**src/rtl/bram_sd_sequencer.sv**
```systemverilog
// Streams 2^SECTOR_BITS backup-RAM sectors between BRAM and the hps_io SD interface; starts register one cycle after the trigger.
// Flow control is the sd_rd/sd_wr vs sd_ack handshake; stalled acks abort after ACK_TIMEOUT cycles and late requests are dropped.
module bram_sd_sequencer #(
  parameter int SECTOR_BITS = 7,
  parameter int SLOT_BITS   = 2,
  parameter int ACK_TIMEOUT = 50000000
) (
  input  logic                 clk_sys,
  input  logic                 reset_n,
  input  logic                 cart_download,
  input  logic                 img_mounted,
  input  logic                 img_readonly,
  input  logic [63:0]          img_size,
  input  logic                 osd_status,
  input  logic                 autosave_en,
  input  logic                 load_req,
  input  logic                 save_req,
  input  logic [SLOT_BITS-1:0] slot,
  input  logic                 bram_change,
  output logic [31:0]          sd_lba,
  output logic                 sd_rd,
  output logic                 sd_wr,
  input  logic                 sd_ack,
  output logic                 bk_ena,
  output logic                 bk_loading,
  output logic                 busy,
  output logic                 sav_pending,
  output logic                 error,
  output logic                 done
);

  localparam int TW = $clog2(ACK_TIMEOUT + 1);

  typedef enum logic [1:0] {IDLE, REQ, XFER} state_t;

  state_t                 r_state;
  logic                   r_cart_q;
  logic                   r_load_q;
  logic                   r_save_q;
  logic                   r_ack_q;
  logic                   r_auto_q;
  logic                   r_is_load;
  logic [SLOT_BITS-1:0]   r_slot;
  logic [SECTOR_BITS-1:0] r_idx;
  logic [TW-1:0]          r_tmo;
  logic                   r_sd_rd;
  logic                   r_sd_wr;
  logic                   r_bk_ena;
  logic                   r_bk_loading;
  logic                   r_busy;
  logic                   r_sav_pending;
  logic                   r_error;
  logic                   r_done;

  logic w_cart_rise;
  logic w_cart_fall;
  logic w_load_rise;
  logic w_save_rise;
  logic w_auto;
  logic w_auto_rise;
  logic w_ack_rise;
  logic w_ack_fall;
  logic w_can_start;
  logic w_start_load;
  logic w_start_save;
  logic w_start;
  logic w_tmo_hit;

  assign w_cart_rise = cart_download & ~r_cart_q;
  assign w_cart_fall = ~cart_download & r_cart_q;
  assign w_load_rise = load_req & ~r_load_q;
  assign w_save_rise = save_req & ~r_save_q;
  assign w_auto      = r_sav_pending & osd_status & autosave_en;
  assign w_auto_rise = w_auto & ~r_auto_q;
  assign w_ack_rise  = sd_ack & ~r_ack_q;
  assign w_ack_fall  = ~sd_ack & r_ack_q;

  // A download starting in the same cycle invalidates the image, so nothing may start.
  assign w_can_start  = (r_state == IDLE) & r_bk_ena & ~w_cart_rise;
  assign w_start_load = w_can_start & ((w_cart_fall & (img_size != 64'd0)) | w_load_rise);
  assign w_start_save = w_can_start & ~w_start_load & (w_save_rise | w_auto_rise);
  assign w_start      = w_start_load | w_start_save;
  assign w_tmo_hit    = (r_tmo == TW'(ACK_TIMEOUT - 1));

  always_ff @(posedge clk_sys or negedge reset_n) begin
    if (!reset_n) begin
      r_state       <= IDLE;
      r_cart_q      <= 1'b0;
      r_load_q      <= 1'b0;
      r_save_q      <= 1'b0;
      r_ack_q       <= 1'b0;
      r_auto_q      <= 1'b0;
      r_is_load     <= 1'b0;
      r_slot        <= '0;
      r_idx         <= '0;
      r_tmo         <= '0;
      r_sd_rd       <= 1'b0;
      r_sd_wr       <= 1'b0;
      r_bk_ena      <= 1'b0;
      r_bk_loading  <= 1'b0;
      r_busy        <= 1'b0;
      r_sav_pending <= 1'b0;
      r_error       <= 1'b0;
      r_done        <= 1'b0;
    end else begin
      r_cart_q <= cart_download;
      r_load_q <= load_req;
      r_save_q <= save_req;
      r_ack_q  <= sd_ack;
      r_auto_q <= w_auto;
      r_done   <= 1'b0;

      if (w_cart_rise) r_bk_ena <= 1'b0;
      if (cart_download & img_mounted & ~img_readonly) r_bk_ena <= 1'b1;

      if (bram_change & ~osd_status) r_sav_pending <= 1'b1;
      if (w_start) r_sav_pending <= 1'b0;

      if (r_state != IDLE && w_cart_rise) begin
        // Abort: error keeps whatever the operation had (always 0 mid-op).
        r_sd_rd      <= 1'b0;
        r_sd_wr      <= 1'b0;
        r_bk_loading <= 1'b0;
        r_busy       <= 1'b0;
        r_state      <= IDLE;
      end else begin
        case (r_state)
          IDLE: begin
            if (w_start) begin
              r_slot       <= slot;
              r_idx        <= '0;
              r_is_load    <= w_start_load;
              r_sd_rd      <= w_start_load;
              r_sd_wr      <= ~w_start_load;
              r_bk_loading <= w_start_load;
              r_busy       <= 1'b1;
              r_error      <= 1'b0;
              r_tmo        <= '0;
              r_state      <= REQ;
            end
          end
          REQ: begin
            if (w_ack_rise) begin
              r_sd_rd <= 1'b0;
              r_sd_wr <= 1'b0;
              r_tmo   <= '0;
              r_state <= XFER;
            end else if (w_tmo_hit) begin
              r_sd_rd      <= 1'b0;
              r_sd_wr      <= 1'b0;
              r_bk_loading <= 1'b0;
              r_busy       <= 1'b0;
              r_error      <= 1'b1;
              r_state      <= IDLE;
            end else begin
              r_tmo <= r_tmo + TW'(1);
            end
          end
          XFER: begin
            if (w_ack_fall) begin
              r_tmo <= '0;
              if (&r_idx) begin
                r_busy       <= 1'b0;
                r_bk_loading <= 1'b0;
                r_done       <= 1'b1;
                r_state      <= IDLE;
              end else begin
                r_idx   <= r_idx + SECTOR_BITS'(1);
                r_sd_rd <= r_is_load;
                r_sd_wr <= ~r_is_load;
                r_state <= REQ;
              end
            end else if (w_tmo_hit) begin
              r_bk_loading <= 1'b0;
              r_busy       <= 1'b0;
              r_error      <= 1'b1;
              r_state      <= IDLE;
            end else begin
              r_tmo <= r_tmo + TW'(1);
            end
          end
          default: r_state <= IDLE;
        endcase
      end
    end
  end

  // Slot and index are separate fields, so the index can never carry into the slot.
  assign sd_lba      = 32'({r_slot, r_idx});
  assign sd_rd       = r_sd_rd;
  assign sd_wr       = r_sd_wr;
  assign bk_ena      = r_bk_ena;
  assign bk_loading  = r_bk_loading;
  assign busy        = r_busy;
  assign sav_pending = r_sav_pending;
  assign error       = r_error;
  assign done        = r_done;

endmodule

```
**config.mk**
```make
export PLATFORM = sky130hd
export DESIGN_NAME = bram_sd_sequencer
export DESIGN_NICKNAME = d
export VERILOG_FILES = /design/src/rtl/bram_sd_sequencer.sv
export SDC_FILE = /design/constraint.sdc
export NUM_CORES = 1
export LEC_CHECK = 0
export ABC_CLOCK_PERIOD_IN_PS = 2300
export CORE_UTILIZATION = 42
export CTS_CLUSTER_SIZE = 12
export DETAILED_ROUTE_END_ITERATION = 10
export HOLD_SLACK_MARGIN = 0.15
export PLACE_DENSITY = 0.75
export SLEW_MARGIN = 20
export SYNTH_ARGS = -nofsm -noshare
export SYNTH_HDL_FRONTEND = slang
export SYNTH_SLANG_ARGS = --single-unit
export TNS_END_PERCENT = 100
```
**constraint.sdc**
```tcl
create_clock -name clk_sys -period 2.3 [get_ports clk_sys]
set_input_delay 0.46 -clock clk_sys [delete_from_list [all_inputs] [get_ports clk_sys]]
set_output_delay 0.46 -clock clk_sys [all_outputs]
set_load 0.05 [all_outputs]
```
# --- Word level (Yosys, flattened, before mapping) ---
# Index checks and enable logic that the tools add are counted.
op_classes:
  reduce_logical: 16
  mux: 53
  bitwise: 34
  n_addsub: 2
  n_eq_ne: 14
ops:
  columns: ["op", "n"]
  rows:
  - ["2-to-1 mux 26 bit", 4]
  - ["case mux 26 bit (3 select lines)", 1]
  - ["nonzero test 64 bit", 1]
  - ["2-to-1 mux 1 bit", 33]
  - ["adder 26 x 1 -> 26 bit, second input constant", 1]
  - ["equality test 26 bit, second input constant", 1]
  - ["2-to-1 mux 7 bit", 3]
  - ["bitwise AND 1 bit", 18]
  - ["case mux 1 bit (3 select lines)", 5]
  - ["AND reduction 5 bit", 3]
  - ["case mux 7 bit (2 select lines)", 1]
  - ["NOT 1 bit", 13]
  - ["2-to-1 mux 2 bit", 5]
  - ["!= test 2 bit, second input constant", 5]
  - ["!= test 3 bit, second input constant", 3]
  - ["!= test 4 bit, second input constant", 2]
  - ["nonzero test 2 bit", 4]
  - ["adder 7 x 1 -> 7 bit, second input constant", 1]
  - ["AND reduction 7 bit", 1]
  - ["case mux 2 bit (3 select lines)", 1]
  - ["AND reduction 3 bit", 2]
  - ["AND reduction 4 bit", 1]
  - ["nonzero test 4 bit", 1]
  - ["!= test 3 x 2 -> 1 bit, second input constant", 1]
  - ["6 further kinds", 8]
word_totals:
  out_inout_bits: 40
  register_bits: 51
  inputBits: 77
  elab_cells: 137

# --- Depth between registers and ports, before layout ---
depth:
  depth_word: 12
  depth_mapped: 10
  ltp_nobuf: 7

# --- Worst setup path after synthesis ---
# No wires, ideal clock.
synth_path:
  path_type: "register to register"
  from: "reg r_idx[0]"
  to: "reg r_idx[3]"
  required_time_ns: 2.196
  synth_period_minus_slack_ns: 2.222
  path_stages_with_launch: 8
  n_path_buf: 1
  t_arrival_ns: 2.118
  setup_time_ns: 0.104
  slack_ns: 0.078
  cell_sequence: "dfrtp_1 -> ha_1 -> nand4_1 -> nand2_1 -> a211o_1 -> or2_1 -> clkbuf_1 -> o311ai_1"
synth_between:
  elab_chain_len: 4
  elab_cells_between_ends: 7
  cone_classes: "add/sub: 1; eq/ne: 1; mux: 3; reduce/logical: 2"
synth_lines:
  columns: ["item", "line_no", "text"]
  rows:
  - ["start: declaration", "44", "logic [SECTOR_BITS-1:0] r_idx;"]
  - ["start signal: assignment", "168", "r_idx <= r_idx + SECTOR_BITS'(1);"]
  - ["adder 7 x 1 -> 7 bit", "168", null]
  - ["2-to-1 mux 7 bit", "162", "if (&r_idx) begin"]
  - ["2-to-1 mux 7 bit", "160", "if (w_ack_fall) begin"]
  - ["case mux 7 bit (2 select lines)", "127", "case (r_state)"]
# Several ways; a longest one is shown, not always the timed one. The select of a mux whose other input is x is not followed.
# A chain may end at the register's enable or synchronous reset.

# --- Final worst setup path ---
layout_path:
  from: "in img_size[53]"
  to: "reg r_idx[6]"
layout_between:
  elab_chain_len: 10
layout_lines:
  columns: ["item", "line_no", "text"]
  rows:
  - ["start: declaration", "13", "input logic [63:0] img_size,"]
  - ["nonzero test 64 bit *", "80", "assign w_start_load = w_can_start & ((w_cart_fall & (img_size != 64'd0)) | w_load_rise);"]
  - ["bitwise AND 1 bit *", "80", null]
  - ["bitwise OR 1 bit *", "80", null]
  - ["bitwise AND 1 bit *", "80", null]
  - ["NOT 1 bit", "81", "assign w_start_save = w_can_start & ~w_start_load & (w_save_rise | w_auto_rise);"]
  - ["bitwise AND 1 bit (2 in a row)", "81", null]
  - ["bitwise OR 1 bit *", "82", "assign w_start = w_start_load | w_start_save;"]
  - ["!= test 2 bit (no line) *", null, null]
  - ["AND reduction 5 bit (no line) *", null, null]
# Mark *: on every way between the ends. The rest lies on a longest branch, timed or not.

==> flow_summary.json <==
{
  "status": "completed",
  "core_area_mm2": 0.007848,
  "drc": 0,
  "mostFrequentLayoutCell": "clkdlybuf4s50_1",
  "placement.io_buffers": 93,
  "cp-start-kind": "primary input",
  "dr.pass1.iters": 4,
  "topRoutingLayerUsed": "met4",
  "p_seq_share_pct": 27.4,
  "dr_total_vias": 3571,
  "clkTransAtPathRegs_ns": 0.09,
  "combPwrFrac_pct": 59.6,
  "m1WireLength_mm": 4.181,
  "layout_common_cells": "clkdlybuf4s50_1, dfrtp_1, dlymetal6s2s_1, buf_4, o31ai_1",
  "worst-path-max-fanout": 7,
  "cpPeakStageDelay_ns": 0.43,
  "dp_hpwl_mm": 7.312,
  "reg2reg_depth": 7,
  "r2r_start": "r_state[0]",
  "cts_tree": "done",
  "routed_via_density": 5.873,
  "slew_headroom_pct": 64.36,
  "area_delta_synth_final_pct": 45.66,
  "ir_worst_vdd_mv": 0.7465,
  "drt_iter0_markers": 171,
  "path_buf_inv": 2,
  "async_flop_share_pct": 100.0,
  "power_w": 0.003965,
  "whs_path_depth": 1,
  "nNetsFinal": 588,
  "start_util_pct": 44.24,
  "yosysWarnings": 0,
  "numCtsBuffers": 5,
  "postLayoutCellArea_mm2": 0.005057,
  "track_usage_pct": 23.48,
  "clockPowerShare_pct": 13.1,
  "synth_seq_cells": 51,
  "intPower_w": 0.002191,
  "dr_wl_met2_mm": 5.270,
  "dieArea_mm2": 0.008634,
  "cpMaxStageDelayCell": "clkdlybuf4s50_1",
  "grt_max_degree": 42,
  "clockBufferDepth": 2,
  "cp.arrival_ns": 2.44,
  "ios": 117,
  "end_kind": "flip-flop",
  "clkSinkCount": 51,
  "fin_cells": 608,
  "path_cells": "clkdlybuf4s50_1 -> nor4_2 -> nand4_1 -> nor4_4 -> o211a_4 -> buf_12 -> or2_4 -> o311ai_2",
  "post_dp_cell_area_mm2": 0.004636,
  "hold_violations": 0,
  "whs_endpoint": "r_tmo[25]",
  "netSwitchingFraction_pct": 44.73,
  "grt_pass1_wl_mm": 16.29,
  "pwr_density_cell_mw_per_mm2": 784.0,
  "yosysUniqueCellTypes": 65,
  "grt_pass1_vias": 3607,
  "fin_util_pct": 64.45,
  "finalClockSkew_ns": 0.002302,
  "die_w_um": 92.92,
  "wl_per_cell_um": 16.99,
  "diodes": 0,
  "wl_mm": 10.33,
  "clock-root-buffer": "clkbuf_8",
  "timing.rr.end": "r_tmo[13]",
  "die_h_um": 92.92,
  "required_ns": 2.48,
  "h-tree-depth": 2,
  "syn_area_mm2": 0.003472,
  "drive_gt1_share_pct": 18.38,
  "worstHoldPathType": "reg -> reg",
  "synth-edff-count": 0,
  "wl_met3_um": 648,
  "clock_latency_ns": 0.31,
  "crit_type": "in -> reg",
  "setup_violations": 0,
  "p_leak_nw": 2.363,
  "hold_ws_ns": 0.4923,
  "synthCells": 386,
  "r2r_setup_slack_ns": 0.13,
  "max_slew.worst_pin.slew_ns": 0.5330,
  "fin_crit_ns": 2.257,
  "avgSynthCellArea_um2": 8.995,
  "numPlacedInstances": 598,
  "fmax_ghz": 0.4432,
  "switching_power_w": 0.001774,
  "slew_viol_final": 0,
  "antenna_left": 0,
  "timing.final.crit_share_pct": 98.11,
  "num_rows": 32,
  "synth_top_flop_cell": "dfrtp_1",
  "min_from": "r_tmo[25]",
  "grt_antenna_before_repair": 0,
  "gp_congestion": 0.8303,
  "yosysSeqAreaShare_pct": 36.76,
  "cp_top_family": "simple AND/OR/NAND/NOR gates",
  "maxCapViolations": 0,
  "grt-ovfl-total": 0
}
==> worst max path at each step <==
| stage | from | endpoint | slack [ns] | depth (start not counted) |
|---|---|---|---|---|
| after floorplan | r_idx[0] | r_idx[3] | 0.08 | 7 |
| after detailed placement | img_size[53] | r_idx[2] | -0.60 | 8 |
| after global placement | img_size[38] | r_idx[3] | -0.52 | 9 |
| after CTS | img_size[18] | r_tmo[12] | -0.005 | 8 |
| final | img_size[53] | r_idx[6] | 0.04 | 8 |
| after global routing | img_size[45] | r_idx[6] | -0.07 | 8 |
==> layer usage <==
metal | vias up | GRT usage, %
li1 | 1688 | -
met1 | 1726 | 27.38
met2 | 134 | 41.79
met3 | 23 | 5.255
met4 | 0 | 8.590
met5 | - | 0
==> power by group through the flow <==
stage | Sequential, W | Combinational [W] | Clock, W
floorplan | 0.00133 | 0.00119 | 0
detailed placement | 0.00110 | 0.00217 | 0
global route | 0.00110 | 0.00255 | 0.000558
global placement | 0.00110 | 0.00214 | 0
CTS | 0.00108 | 0.00225 | 0.000521
finish | 0.00109 | 0.00236 | 0.000519
==> registers in the layout (all words and copies together), names as in the netlist <==
name         cells
bk_ena           1
bk_loading       1
busy             1
done             1
error            1
r_ack_q          1
r_auto_q         1
r_cart_q         1
r_idx            7
r_is_load        1
r_load_q         1
r_save_q         1
r_slot           2
r_state          2
r_tmo           26
sav_pending      1
sd_rd            1
sd_wr            1
==> Yosys cell counts (3+ instances only) <==
cell type | n | share of area [%]
clkbuf_1 | 10 | 1.1
nand2_1 | 23 | 2.5
nor2_1 | 18 | 1.9
o41ai_1 | 6 | 1.5
a211oi_1 | 3 | 0.65
ha_1 | 6 | 2.2
o21ai_1 | 5 | 0.72
o31ai_1 | 31 | 6.7
a21oi_1 | 13 | 1.9
or3_1 | 7 | 1.3
inv_1 | 8 | 0.86
nand3_1 | 18 | 2.6
nor3_1 | 6 | 0.86
buf_2 | 3 | 0.43
o22ai_1 | 5 | 0.90
nor2b_1 | 7 | 1.3
o311ai_1 | 4 | 1.0
dfrtp_1 | 51 | 37
and3_1 | 8 | 1.4
mux2_2 | 3 | 0.97
and4_1 | 4 | 1.0
nor4_1 | 19 | 3.4
nand3b_1 | 7 | 1.5
nand2b_1 | 11 | 2.0
nand4_1 | 13 | 2.3
a31oi_1 | 3 | 0.54
buf_4 | 27 | 5.8
and2_1 | 4 | 0.72
o21ai_0 | 17 | 2.5
==> per-stage QoR <==
stage                     setup TNS (ns)  setup slack, ns
after floorplan                        0          0.07800
after global placement            -19.90          -0.5229
after detailed placement          -22.75          -0.5981
after CTS                      -0.006132        -0.005382
after global routing             -0.6988         -0.06700
final                                  0          0.04347
==> cell families after synthesis <==
family          count (synthesis)  share of synthesized area, %
compound gates                115                         23.89
fa+ha+maj                       6                         2.162
buf+inv                        52                         9.117
flops                          51                         36.76
mux                             3                        0.9729
other cells                     1                        0.1080
simple gates                  158                         26.99
==> layout make-up <==
class	instances	area, um^2
sequential	51	1276
inverter	9	33.78
timing repair buffer	132	1344
fill	648	2790
multi-input combinational	306	2195
tap	102	127.6
clock inverter	1	5.005
clock buffer	7	76.32
==> what timing repair did <==
action                                  in CTS  in global routing
gates cloned                                 1                  0
gates resized for setup                     17                 66
setup buffers                                1                  0
pin swaps                                    9                 24
endpoints found under the setup margin      42                 42
hold buffers                                 1                  0
endpoints found under the hold margin       10                  0
==> worst register-to-register path, delay by kind of cell, from the launching register on <==
| family | cells | cell delay, ns |
|---|---|---|
| buffers and inverters | 2 | 0.15 |
| flip-flops | 1 | 0.39 |
| AND/OR/NAND/NOR | 3 | 0.95 |
| AO/OA/AOI/OAI | 1 | 0.34 |
| adder cells (fa/ha/maj) | 1 | 0.23 |
Note: power is estimated with default switching activity, not from simulation.
